===== src/rtl/key_filter_multi.sv =====
// Multi-channel key debouncer: 2-flop synchroniser, 4-state debounce FSM and
// long-press timer per channel; one-cycle press/release/long pulses plus a debounced level.
module key_filter_multi #(
    parameter int unsigned KEY_NUM  = 4,
    parameter logic        KEY_ACT  = 1'b0,
    parameter int unsigned CNT_MAX  = 999_999,
    parameter int unsigned LONG_MAX = 49_999_999,
    parameter int unsigned CNT_W    = 26
) (
    input  logic               sys_clk,
    input  logic               sys_rst,
    input  logic [KEY_NUM-1:0] key_in,
    output logic [KEY_NUM-1:0] key_press,
    output logic [KEY_NUM-1:0] key_release,
    output logic [KEY_NUM-1:0] key_long,
    output logic [KEY_NUM-1:0] key_state
);

    typedef enum logic [1:0] {
        IDLE       = 2'd0,
        PRESS_DB   = 2'd1,
        HELD       = 2'd2,
        RELEASE_DB = 2'd3
    } state_t;

    localparam logic [CNT_W-1:0] CNT_LAST  = CNT_W'(CNT_MAX);
    localparam logic [CNT_W-1:0] LONG_SAT  = CNT_W'(LONG_MAX);
    localparam logic [CNT_W-1:0] LONG_FIRE = CNT_W'(LONG_MAX - 1);
    localparam logic [CNT_W-1:0] CNT_ONE   = CNT_W'(1);

    for (genvar g = 0; g < KEY_NUM; g++) begin : g_ch
        logic             sync1_q, sync2_q;
        logic             act;
        state_t           state_q;
        logic [CNT_W-1:0] cnt_q;
        logic [CNT_W-1:0] lcnt_q, lcnt_d;
        logic             long_hit;
        logic             press_q, release_q, long_q, level_q;

        assign act      = (sync2_q == KEY_ACT);
        assign long_hit = (lcnt_q == LONG_FIRE);

        // Saturate so the long pulse can only fire once per accepted press.
        always_comb begin
            lcnt_d = lcnt_q;
            if (lcnt_q != LONG_SAT) begin
                lcnt_d = lcnt_q + CNT_ONE;
            end
        end

        always_ff @(posedge sys_clk) begin
            if (sys_rst) begin
                sync1_q   <= ~KEY_ACT;
                sync2_q   <= ~KEY_ACT;
                state_q   <= IDLE;
                cnt_q     <= '0;
                lcnt_q    <= '0;
                press_q   <= 1'b0;
                release_q <= 1'b0;
                long_q    <= 1'b0;
                level_q   <= 1'b0;
            end else begin
                sync1_q   <= key_in[g];
                sync2_q   <= sync1_q;
                press_q   <= 1'b0;
                release_q <= 1'b0;
                long_q    <= 1'b0;
                case (state_q)
                    IDLE: begin
                        if (act) begin
                            state_q <= PRESS_DB;
                            cnt_q   <= '0;
                        end
                    end
                    PRESS_DB: begin
                        if (!act) begin
                            state_q <= IDLE;
                        end else if (cnt_q == CNT_LAST) begin
                            state_q <= HELD;
                            press_q <= 1'b1;
                            level_q <= 1'b1;
                            lcnt_q  <= '0;
                        end else begin
                            cnt_q <= cnt_q + CNT_ONE;
                        end
                    end
                    HELD: begin
                        lcnt_q <= lcnt_d;
                        long_q <= long_hit;
                        if (!act) begin
                            state_q <= RELEASE_DB;
                            cnt_q   <= '0;
                        end
                    end
                    RELEASE_DB: begin
                        lcnt_q <= lcnt_d;
                        if (act) begin
                            state_q <= HELD;
                            long_q  <= long_hit;
                        end else if (cnt_q == CNT_LAST) begin
                            // An accepted release wins over a long pulse due on the same edge.
                            state_q   <= IDLE;
                            release_q <= 1'b1;
                            level_q   <= 1'b0;
                        end else begin
                            cnt_q  <= cnt_q + CNT_ONE;
                            long_q <= long_hit;
                        end
                    end
                    default: state_q <= IDLE;
                endcase
            end
        end

        assign key_press[g]   = press_q;
        assign key_release[g] = release_q;
        assign key_long[g]    = long_q;
        assign key_state[g]   = level_q;
    end

endmodule

===== config.mk =====
export PLATFORM = sky130hd
export DESIGN_NAME = key_filter_multi
export DESIGN_NICKNAME = d
export VERILOG_FILES = /design/src/rtl/key_filter_multi.sv
export SDC_FILE = /design/constraint.sdc
export NUM_CORES = 1
export LEC_CHECK = 0
export BUFFER_PORTS_ARGS = -buffer_cell sky130_fd_sc_hd__buf_4
export CORE_ASPECT_RATIO = 0.8
export CORE_MARGIN = 2
export CORE_UTILIZATION = 55
export DETAILED_ROUTE_END_ITERATION = 12
export GPL_TIMING_DRIVEN = 0
export PLACE_DENSITY = 0.79
export SYNTH_ARGS = -nofsm -noshare
export SYNTH_HDL_FRONTEND = slang
export SYNTH_SLANG_ARGS = --single-unit

===== constraint.sdc =====
create_clock -name sys_clk -period 3.3 [get_ports sys_clk]
set_input_delay 0.165 -clock sys_clk [delete_from_list [all_inputs] [get_ports sys_clk]]
set_output_delay 0.165 -clock sys_clk [all_outputs]
set_load 0.1 [all_outputs]

-- After elaboration in Yosys (flattened, before gate mapping)
Index checks and enable logic that the tools add are counted.
W data, S select, Z words.
- shifts and indexed selects: 0
- $lt $le $gt $ge: 0
- divide/modulo/power cells: 0
- equal/unequal tests: 60
- multiply operators: 0
- reduce and logical (&&, ||, !) cells: 40
- multiplexer cells: 104
- add/subtract/negate cells: 8
- bitwise logic cells: 12
- operators by type and width (cell ; count):
    $mux W26 ; 32
    $pmux W26 S4 ; 4
    $add A26 B1 Y26 const B ; 8
    $pmux W26 S2 ; 4
    $eq A26 B20 Y1 const B ; 4
    $eq A26 B26 Y1 const B ; 4
    $ne A26 B26 Y1 const B ; 4
    $mux W2 ; 24
    $ne A2 B2 Y1 const B ; 24
    $reduce_and A4 Y1 ; 12
    $pmux W2 S4 ; 4
    $mux W1 ; 28
    $ne A3 B3 Y1 const B ; 8
    $reduce_or A3 Y1 ; 8
    $reduce_and A5 Y1 ; 4
    $eq A2 B2 Y1 const B ; 8
    $pmux W1 S2 ; 8
    $reduce_bool A2 Y1 ; 8
    $not A1 Y1 ; 12
    $eq A2 B1 Y1 const B ; 4
    $logic_not A2 Y1 ; 4
    $ne A2 B1 Y1 const B ; 4
    $reduce_or A2 Y1 ; 4
- memories: 0
- input port bits: 6
- latch bits: 0
- bits in read-only memories: 0
- word-level logic and storage cells: 260
- output and inout port bits: 16
- memory bits (writable): 0
- register bits: 240

-- Longest topological paths before layout
Gate-level depths: netlist of the first run.
- word-level depth: 4
- mapped depth: 8
- mapped depth without buffers: 6

-- Worst setup path after synthesis of the first run
OpenSTA, ideal clock, no wires.
- path kind: reg-to-reg
- start: register g_ch[0].cnt_q[0]
- end: register g_ch[0].lcnt_q[12]
- buffers on the path: 1
- cell stages (with the launch flop): 8
- slack: 0.872 ns
- clock period less this slack: 2.428 ns
- setup time: 0.070 ns
- data arrival time: 2.358 ns
- data required time: 3.230 ns
- path through: dfxtp_1 -> ha_1 -> or3b_2 -> nor3_4 -> a31oi_1 -> clkbuf_1 -> or4_1 -> a21oi_1
- cells in the longest elaborated chain, start to end: 3
- ends and longest elaborated chain (what ; line ; RTL):
    start: declaration ; 35 ; logic [CNT_W-1:0] cnt_q;
    start signal: assignment ; 84 ; cnt_q <= cnt_q + CNT_ONE;
    start signal: assignment ; 106 ; cnt_q <= cnt_q + CNT_ONE;
    $eq A26 B20 Y1 ; 78 ; end else if (cnt_q == CNT_LAST) begin
    $ne A2 B2 Y1 (no source line) ; - ;
    $reduce_and A4 Y1 (no source line) ; - ;
    end signal: assignment ; 88 ; lcnt_q <= lcnt_d;
    end signal: assignment ; 96 ; lcnt_q <= lcnt_d;
    end: declaration ; 36 ; logic [CNT_W-1:0] lcnt_q, lcnt_d;
No other way between the ends.
A chain may end at the register's enable or synchronous reset.

-- Final worst setup path of the first run
- start: register g_ch[0].cnt_q[1]
- end: register g_ch[0].lcnt_q[13]
The elaborated chain is that of the path after synthesis.

==> results.ini, run 1 <==
[logic_synthesis]
synthesis.nets=1539
synthCells=1521
synth_top_cell_by_area=dfxtp_1
synth_seq_cells=240
synth_edf_count=0
seq_area_frac_synth=0.389
syn_avg_cell_area_um2=8.13
synth_commonest_cells=dfxtp_1 (240), a21oi_1 (132), nor2_1 (113), nand2_1 (112), nand3_1 (98)
yosysMostFrequentCell=dfxtp_1
synth_cell_types=66
yosys-top-cells-area=dfxtp_1 (39%), a21oi_1 (5.3%), nand3_1 (4.0%)
synth_ff_type=dfxtp_1
yosys_warnings=0
synth_top_area_frac=0.389
ys_async_sr_fraction=0
syn_area_um2=12400

[sta]
slew_violations=0
relSlewSlack=0.201
timing.final.crit_share=0.891
rsz0062_at_grt=false
timing.final.ws_setup_ps=359
tightest_slew_ps=1190
hold_violations=0
fin_skew_ps=12.0
period_minus_slack_ps=2940
finalSetupViolations=0
max_freq_mhz=340
tns_ps=0

[drt]
via_per_inst=6.31
drt_iter0_drc=1100
wirelength_um=30500
antenna_left=0
first_pass_iters=6
route.detailed.drc=0
vias=12000
wl_per_cell_um=16.1

[floorplan]
die_width_um=172
num_rows=49
dieArea_um2=23700
dieHeight_um=138
start_util=0.555
ios=22
core_um2=22300

[power]
sw_frac_of_total=0.223
combPwrFrac=0.032
power.density_nw_per_um2=443
p_leak_nw=4.36
ir_drop_uv=353
intPower_mw=4.76
power_switching_mw=1.37
seq_power_share=0.476
p_clk_frac=0.492

[clock_tree]
post_cts_buffers=0
cts_sinks=240
cts_tree=done
htreeDepth=1
root_buffer=clkbuf_16
cts.repair.resized=0
numCtsBuffers=25
clockBufferDepth=3
clock_latency_ps=520
cts.clk_slew.worst_paths_ps=60

[worst_hold_path]
whs_path_depth=3
hold_path_class=in -> reg
hold_start=key_in[3]
min_to=g_ch[3].sync1_q$_SDFF_PP1_

[worst_setup_path]
crit_type=reg -> reg
rrSetupSlack_ps=360
cp-start-kind=flop
worstPathArrival_ps=3330
rr_startpoint=g_ch[0].cnt_q[1]$_SDFFE_PP0P_
crit_fanout=10
regToRegEndpoint=g_ch[0].lcnt_q[13]$_SDFFE_PP0P_
endpoint_kind=flop
ff2ff_path_depth=8
cp_data_required_time_ps=3690

[global_routing]
grt-ovfl-total=0
grt_pass1_wl_um=50700
grt_usage=0.251
grt_pass1_vias=10600
grt_max_degree=16
antenna_found_initial=0

[finish]
drive_above_1_share=0.0817
n_fill_cell=1909
areaGrowthSynthToFinish_pct=11.9
diodes=0
final_cell_count_no_fill=1898
fin_nets=1592

[placed_design]
io_buffers=21
place_congestion=0.908
placed_cells=1848
hpwl_um=21000
dp_slack_ps=391

[status]
outcome=finished, final reports clean

[run]
cap_violations=0

## cell families (layout without fill, tap and decap cells)
family                     Yosys count  count (layout)  share of synthesized area
adders and majority gates           12              12                     0.0121
and+or+nand+nor                    727             727                      0.330
AOI/OAI and AO/OA                  342             342                      0.170
muxes                               19              19                     0.0160
DFF                                240             240                      0.389
buffers and inverters              127             198                     0.0450
xor gates and xnor gates            54              54                     0.0383
## registers in the layout, summed over array words and instances (netlist names), named ones only
name	count
g_ch.sync2_q	4
g_ch.lcnt_q	104
g_ch.press_q	4
g_ch.release_q	4
g_ch.cnt_q	104
g_ch.sync1_q	4
g_ch.state_q	4
g_ch.long_q	4
g_ch.level_q	4
## power by group through the flow
stage               registers [mW]  clock network, mW  logic [mW]
floorplan                     2.98                  0       0.132
global placement              2.98                  0       0.188
detailed placement            2.98                  0       0.190
CTS                           2.92               3.05       0.196
global route                  2.92               3.18       0.212
finish                        2.92               3.01       0.197
## cells in the final DEF, fill, tap and decap left out, drive strengths merged, types with 6 or more instances in the layout
master  count
a21o        9
a21oi     132
a22oi      16
a31oi      13
and2       12
and3       30
and4       21
buf        52
clkbuf     93
clkinv      6
dfxtp     240
ha         12
inv        34
mux2        6
mux2i      13
nand2     112
nand2b     11
nand3      98
nand3b      6
nand4      73
nand4b      6
nor2      113
nor3       43
nor4       40
nor4b      15
o211ai     11
o21ai      74
o31ai      47
or2        16
or3        58
or4        57
xnor2      30
xor2       24
## critical path, cell delays in order, from the launching register on
cell and delay, ps:
dfxtp_1 410, ha_1 280, or3b_2 520, nor3_4 350
a31oi_1 270, clkbuf_1 280, clkbuf_1 290, o31ai_1 310
a21oi_1 90
## area by class of cell
| type | count | area [um^2] | share of cell area |
|---|---|---|---|
| Clock inverter | 15 | 200 | 0.0145 |
| Inverter | 33 | 124 | 0.00895 |
| Multi-Input combinational cell | 1154 | 7000 | 0.506 |
| Sequential cell | 240 | 4800 | 0.347 |
| Tap cell | 306 | 383 | 0.0277 |
| Buffer | 94 | 433 | 0.0313 |
| Clock buffer | 30 | 684 | 0.0495 |
| Timing Repair Buffer | 26 | 208 | 0.0150 |
## stage by stage
step	total power, mW	util	hold slack, ps	instance area [um^2]
floorplan	3.11	-	269	12400
global placement	3.17	0.580	357	12900
detailed placement	3.17	0.580	360	12900
CTS	6.17	0.622	361	13800
global route	6.30	0.622	386	13800
finish	6.13	0.622	373	13800
## worst max path at each step
stage                                       start                              end  slack, ps
floorplan           g_ch[0].cnt_q[0]$_SDFFE_PP0P_  g_ch[0].lcnt_q[12]$_SDFFE_PP0P_        870
global placement    g_ch[0].cnt_q[0]$_SDFFE_PP0P_  g_ch[0].lcnt_q[12]$_SDFFE_PP0P_        430
detailed placement  g_ch[0].cnt_q[0]$_SDFFE_PP0P_  g_ch[0].lcnt_q[11]$_SDFFE_PP0P_        390
CTS                 g_ch[0].cnt_q[0]$_SDFFE_PP0P_  g_ch[0].lcnt_q[13]$_SDFFE_PP0P_        380
global route        g_ch[0].cnt_q[0]$_SDFFE_PP0P_  g_ch[0].lcnt_q[13]$_SDFFE_PP0P_        110
finish              g_ch[0].cnt_q[1]$_SDFFE_PP0P_  g_ch[0].lcnt_q[13]$_SDFFE_PP0P_        360
## timing repair
action / 4_1_cts / 5_1_grt
setup endpoints to repair: 0 / 0
hold endpoints to repair: 5 / 0
hold buffers: 5 / 0
## routing by layer
layer,global-route usage,up-vias,wire (um)
li1,-,5839,-
met1,0.374,5679,14600
met2,0.383,412,13300
met3,0.0346,50,2050
met4,0.0602,0,566
met5,0,-,0
Note: power is estimated with default switching activity, not from simulation.
==> run 2, diff against run 1 <==
--- a/config.mk
+++ b/config.mk
@@ -6,12 +6,14 @@
 export NUM_CORES = 1
 export LEC_CHECK = 0
 export BUFFER_PORTS_ARGS = -buffer_cell sky130_fd_sc_hd__buf_4
+export CELL_PAD_IN_SITES_DETAIL_PLACEMENT = 0
+export CELL_PAD_IN_SITES_GLOBAL_PLACEMENT = 1
 export CORE_ASPECT_RATIO = 0.8
 export CORE_MARGIN = 2
-export CORE_UTILIZATION = 55
+export CORE_UTILIZATION = 48
 export DETAILED_ROUTE_END_ITERATION = 12
 export GPL_TIMING_DRIVEN = 0
-export PLACE_DENSITY = 0.79
+export PLACE_DENSITY = 0.88
 export SYNTH_ARGS = -nofsm -noshare
 export SYNTH_HDL_FRONTEND = slang
 export SYNTH_SLANG_ARGS = --single-unit
==> results.ini, run 2 (synthesis results as in run 1) <==
[status]
outcome=finished, final reports clean

[worst_setup_path]
ff2ff_path_depth=8  ; unchanged
rrSetupSlack_ps=340  ; -20 ps
path_cells=ha_1, or3b_2, nor3_4, a31oi_1, clkbuf_1, clkbuf_1, o31ai_1, a21oi_1
endpoint_kind=flop
crit_type=reg -> reg
cpMaxStageDelayCell=or3b_2
regToRegEndpoint=g_ch[0].lcnt_q[11]$_SDFFE_PP0P_
critPathLaunch=g_ch[0].cnt_q[0]$_SDFFE_PP0P_
worstPathArrival_ps=3360  ; +30 ps
cp_data_required_time_ps=3700  ; about the same
cp_common_cell=clkbuf_1
slowest_delay_ps=520  ; about the same
rr_startpoint=g_ch[0].cnt_q[0]$_SDFFE_PP0P_
endpoint=g_ch[0].lcnt_q[11]$_SDFFE_PP0P_
cp-start-kind=flop
crit_fanout=10  ; unchanged

[floorplan]
num_rows=52  ; +6.1%
ios=22  ; unchanged
die_width_um=183  ; +6.9%
start_util=0.488  ; -0.0670
dieHeight_um=148  ; +6.8%
core_um2=25300  ; +14%
dieArea_um2=27100  ; +14%

[drt]
wirelength_um=31400  ; +3.0%
drt_iter0_drc=897  ; -18%
first_pass_iters=5  ; -1
vias=11700  ; -2.0%
antenna_left=0  ; unchanged
wl_per_cell_um=16.4  ; +2.0%
via_per_inst=6.12  ; -3.0%
route.detailed.drc=0  ; unchanged

[finish]
final_cell_mix=dfxtp_1 (240), a21oi_1 (132), nor2_1 (113), nand2_1 (112), nand3_1 (98)
n_fill_cell=2365  ; +24%
design_area_um2=13800  ; about the same
mostFrequentLayoutCell=dfxtp_1
fin_nets=1593  ; +0.063%
diodes=0  ; unchanged
final_cell_count_no_fill=1918  ; +1.1%
areaGrowthSynthToFinish_pct=11.9  ; about the same
drive_above_1_share=0.0822  ; +0.000525
top_regs=g_ch.cnt_q: 104 flops, g_ch.lcnt_q: 104 flops

[sta]
fin_skew_ps=19.5  ; +7.44 ps
timing.final.crit_share=0.898  ; +0.00710
tns_ps=0  ; unchanged
hold_violations=0  ; unchanged
slew_violations=0  ; unchanged
period_minus_slack_ps=2960  ; +23.4 ps
max_freq_mhz=337  ; -0.79%
finalSetupViolations=0  ; unchanged
rsz0062_at_grt=false
relSlewSlack=0.156  ; -0.0447
tightest_slew_ps=1250  ; +66.5 ps

[power]
power.density_nw_per_um2=436  ; -1.4%
p_leak_nw=4.36  ; +0.10%
ir_drop_uv=361  ; +2.4%

[placed_design]
dpl_cell_area_um2=12900  ; +0.17%
placed_cells=1866  ; +0.97%
io_buffers=21  ; unchanged
place_congestion=0.878  ; -3.3%
hpwl_um=21900  ; +4.3%

[clock_tree]
cts.clk_slew.worst_paths_ps=60  ; about the same
htreeDepth=1  ; unchanged
cts.repair.resized=0  ; unchanged
cts_sinks=240  ; unchanged
clockBufferDepth=3  ; unchanged
clock_latency_ps=530  ; about the same
root_buffer=clkbuf_16
post_cts_buffers=0  ; unchanged
numCtsBuffers=26  ; +4.0%
hold_buffers=5  ; unchanged
cts_tree=done

[global_routing]
antenna_found_initial=0  ; unchanged
grt_pass1_vias=10400  ; -1.7%
grt_usage=0.228  ; -0.0231
grt_pass1_wl_um=52300  ; +3.1%
grt_max_degree=14  ; -2
grt-ovfl-total=0  ; unchanged

[worst_hold_path]
hold_path_class=in -> reg

[run]
cap_violations=0  ; unchanged

## run 2: how the worst min path moves through the flow
stage,start,end,cells past startpoint
after floorplan,key_in[0],g_ch[0].sync1_q$_SDFF_PP1_,1
after global placement,key_in[3],g_ch[3].sync1_q$_SDFF_PP1_,2
after detailed placement,key_in[3],g_ch[3].sync1_q$_SDFF_PP1_,2
after CTS,key_in[3],g_ch[3].sync1_q$_SDFF_PP1_,3
after global routing,key_in[3],g_ch[3].sync1_q$_SDFF_PP1_,3
final,key_in[3],g_ch[3].sync1_q$_SDFF_PP1_,3
## run 2: critical path: cells and delay by family, from the launching register on
kind / cells / cell delay [ps]
and+or+nand+nor: 2 / 870
AOI/OAI and AO/OA: 3 / 660
buffers and inverters: 2 / 590
DFF: 1 / 420
adders and majority gates: 1 / 290
## run 2: final cells by class
type	instances	area, um^2	area share
repair buffers	26	208	0.0150
flip-flops and latches	240	4800	0.347
clock buffers	32	724	0.0524
plain buffers	94	433	0.0313
inverters	33	124	0.00896
well taps	324	405	0.0293
multi-input cells	1154	7000	0.506
clock inverters	15	130	0.00941
## run 2: layer usage
layer / vias to the layer above / share of wire / GRT usage
met3: 41 / 0.050 / 0.0254
met1: 5557 / 0.52 / 0.356
li1: 5842 / - / -
met2: 297 / 0.41 / 0.335
met4: 0 / 0.018 / 0.0480
met5: - / 0 / 0
## run 2: metrics by stage
stage	total power [mW]	worst slack (ps)	hold slack (ps)	utilization
global route	6.24	72.9	363	0.546
CTS	6.10	367	351	0.546
global placement	3.17	393	355	0.511
floorplan	3.11	872	269	-
finish	6.04	335	366	0.546
detailed placement	3.17	375	356	0.511
## run 2: power by group
part | total [mW] | internal (mW) | switching (mW)
clock network | 2.92 | 1.71 | 1.21
logic | 0.199 | 0.0492 | 0.150
registers | 2.92 | 2.91 | 0.00870
==> run 3, diff against run 2 <==
--- a/config.mk
+++ b/config.mk
@@ -10,10 +10,11 @@
 export CELL_PAD_IN_SITES_GLOBAL_PLACEMENT = 1
 export CORE_ASPECT_RATIO = 0.8
 export CORE_MARGIN = 2
-export CORE_UTILIZATION = 48
+export CORE_UTILIZATION = 40
 export DETAILED_ROUTE_END_ITERATION = 12
 export GPL_TIMING_DRIVEN = 0
-export PLACE_DENSITY = 0.88
+export PLACE_DENSITY = 0.76
+export REMOVE_ABC_BUFFERS = 1
 export SYNTH_ARGS = -nofsm -noshare
 export SYNTH_HDL_FRONTEND = slang
 export SYNTH_SLANG_ARGS = --single-unit
==> results.ini, run 3 (synthesis results as in run 1) <==
[placed_design]
dpl_cell_area_um2=12800  ; -1.2%
hpwl_um=19000  ; -13%
io_buffers=21  ; unchanged
place_congestion=0.792  ; -9.8%
dp_slack_ps=5.02  ; -370 ps

[drt]
wirelength_um=28800  ; -8.3%
route.detailed.drc=0  ; unchanged
wl_per_cell_um=15.0  ; -8.2%
antenna_left=0  ; unchanged
wl_met1_um=15300  ; -6.0%
routed-wl-met2_um=11900  ; -8.7%
wl_met3_um=1110  ; -29%
vias=11100  ; -5.6%
via_per_inst=5.78  ; -5.6%
first_pass_iters=5  ; unchanged
drt_iter0_drc=807  ; -10%
routed.top_layer=met4

[power]
p_leak_nw=4.22  ; -3.2%
power.density_nw_per_um2=444  ; +1.6%
ir_drop_uv=362  ; +0.23%
power_mw=6.06  ; +0.47%

[sta]
timing.final.ws_setup_ps=385  ; +49.1 ps
relSlewSlack=0.125  ; -0.0318
max_freq_mhz=343  ; +1.7%
finalSetupViolations=0  ; unchanged
tns_ps=0  ; unchanged
timing.final.crit_share=0.883  ; -0.0149
period_minus_slack_ps=2920  ; -49.1 ps
fin_skew_ps=10.9  ; -8.54 ps
hold_ws_ps=185  ; -180 ps
hold_violations=0  ; unchanged
slew_violations=0  ; unchanged
rsz0062_at_grt=false
tightest_slew_ps=1300  ; +48.1 ps

[floorplan]
ios=22  ; unchanged
dieHeight_um=161  ; +9.3%
num_rows=57  ; +9.6%
start_util=0.407  ; -0.0815
core_um2=30400  ; +20%
dieArea_um2=32300  ; +19%
die_width_um=201  ; +9.3%

[finish]
n_fill_cell=3052  ; +29%
diodes=0  ; unchanged
design_area_um2=13700  ; -1.2%
top_regs=g_ch.cnt_q: 104 flops, g_ch.lcnt_q: 104 flops
fin_nets=1507  ; -5.4%
mostFrequentLayoutCell=dfxtp_1
drive_above_1_share=0.0778  ; -0.00439
areaGrowthSynthToFinish_pct=10.6
final_cell_mix=dfxtp_1 (239), a21oi_1 (132), nor2_1 (113), nand2_1 (112), nand3_1 (98)

[run]
cap_violations=0  ; unchanged

[clock_tree]
clockBufferDepth=3  ; unchanged
numCtsBuffers=27  ; +3.8%
cts.clk_slew.worst_paths_ps=60  ; about the same
post_cts_buffers=0  ; unchanged
cts_tree=done
htreeDepth=1  ; unchanged
root_buffer=clkbuf_16
cts_sinks=240  ; unchanged
clock_latency_ps=540  ; about the same

[worst_setup_path]
slowest_delay_ps=510  ; about the same
cp_data_required_time_ps=3770  ; +70 ps
cpMaxStageDelayCell=or3b_2
cp-start-kind=flop
cp_num_buf_inv=1  ; -1
endpoint_kind=flop
worstPathArrival_ps=3380  ; +20 ps
crit_fanout=17  ; +7
path_cells=ha_1, or3b_2, nor3_4, a31oi_2, buf_6, or4_1, a21oi_1
path_delay_family=simple AND/OR/NAND/NOR gates
crit_type=reg -> reg

[global_routing]
grt_usage=0.176  ; -0.0515
grt_pass1_vias=9996  ; -3.7%
antenna_found_initial=0  ; unchanged
grt-ovfl-total=0  ; unchanged
grt_max_degree=76  ; +62
grt_pass1_wl_um=49300  ; -5.7%

[status]
outcome=finished, final reports clean

[worst_hold_path]
hold_path_class=in -> reg

[run 3: report_power, final]
part           leakage (nW)  total (mW)  internal, mW  switching [mW]
clock                 0.420        2.96          1.75            1.21
sequential             1.94        2.93          2.91          0.0163
combinational          1.87       0.175        0.0442           0.130
[run 3: final timing paths]
check / startpoint / to / slack [ps] / depth (start not counted)
setup / recovery: g_ch[0].cnt_q[0]$_SDFFE_PP0P_ / g_ch[0].lcnt_q[13]$_SDFFE_PP0P_ / 380 / 7
hold / removal: sys_rst / g_ch[3].lcnt_q[8]$_SDFFE_PP0P_ / 190 / 2
setup reg to reg: g_ch[0].cnt_q[0]$_SDFFE_PP0P_ / g_ch[0].lcnt_q[13]$_SDFFE_PP0P_ / 380 / 7
hold reg to reg: g_ch[3].sync1_q$_SDFF_PP1_ / g_ch[3].sync2_q$_SDFF_PP1_ / 410 / 1
[run 3: final cells by class]
| type | count | area (um^2) | area share |
|---|---|---|---|
| Clock buffer | 38 | 767 | 0.0561 |
| Clock inverter | 6 | 80.1 | 0.00586 |
| Inverter | 33 | 124 | 0.00906 |
| Multi-Input combinational cell | 1154 | 7070 | 0.517 |
| Sequential cell | 240 | 4810 | 0.352 |
| Tap cell | 413 | 517 | 0.0378 |
| Timing Repair Buffer | 33 | 304 | 0.0222 |
[run 3: stage by stage]
stage               std cells   util
global placement         1861  0.415
detailed placement       1869  0.420
finish                   1917  0.450
floorplan                1427      -
CTS                      1917  0.450
global route             1917  0.450
[run 3: repair_timing]
item                                   in CTS  in global routing
endpoints found under the hold margin       4                  0
resized for setup                           1                  1
setup endpoints to repair                   1                  3
hold buffers                                4                  0
[run 3: routing by layer]
metal  track usage  vias to the layer above
met2         0.262                      172
met1         0.265                     5189
met5             0                        -
li1              -                     5676
met4        0.0424                        0
met3        0.0278                       37
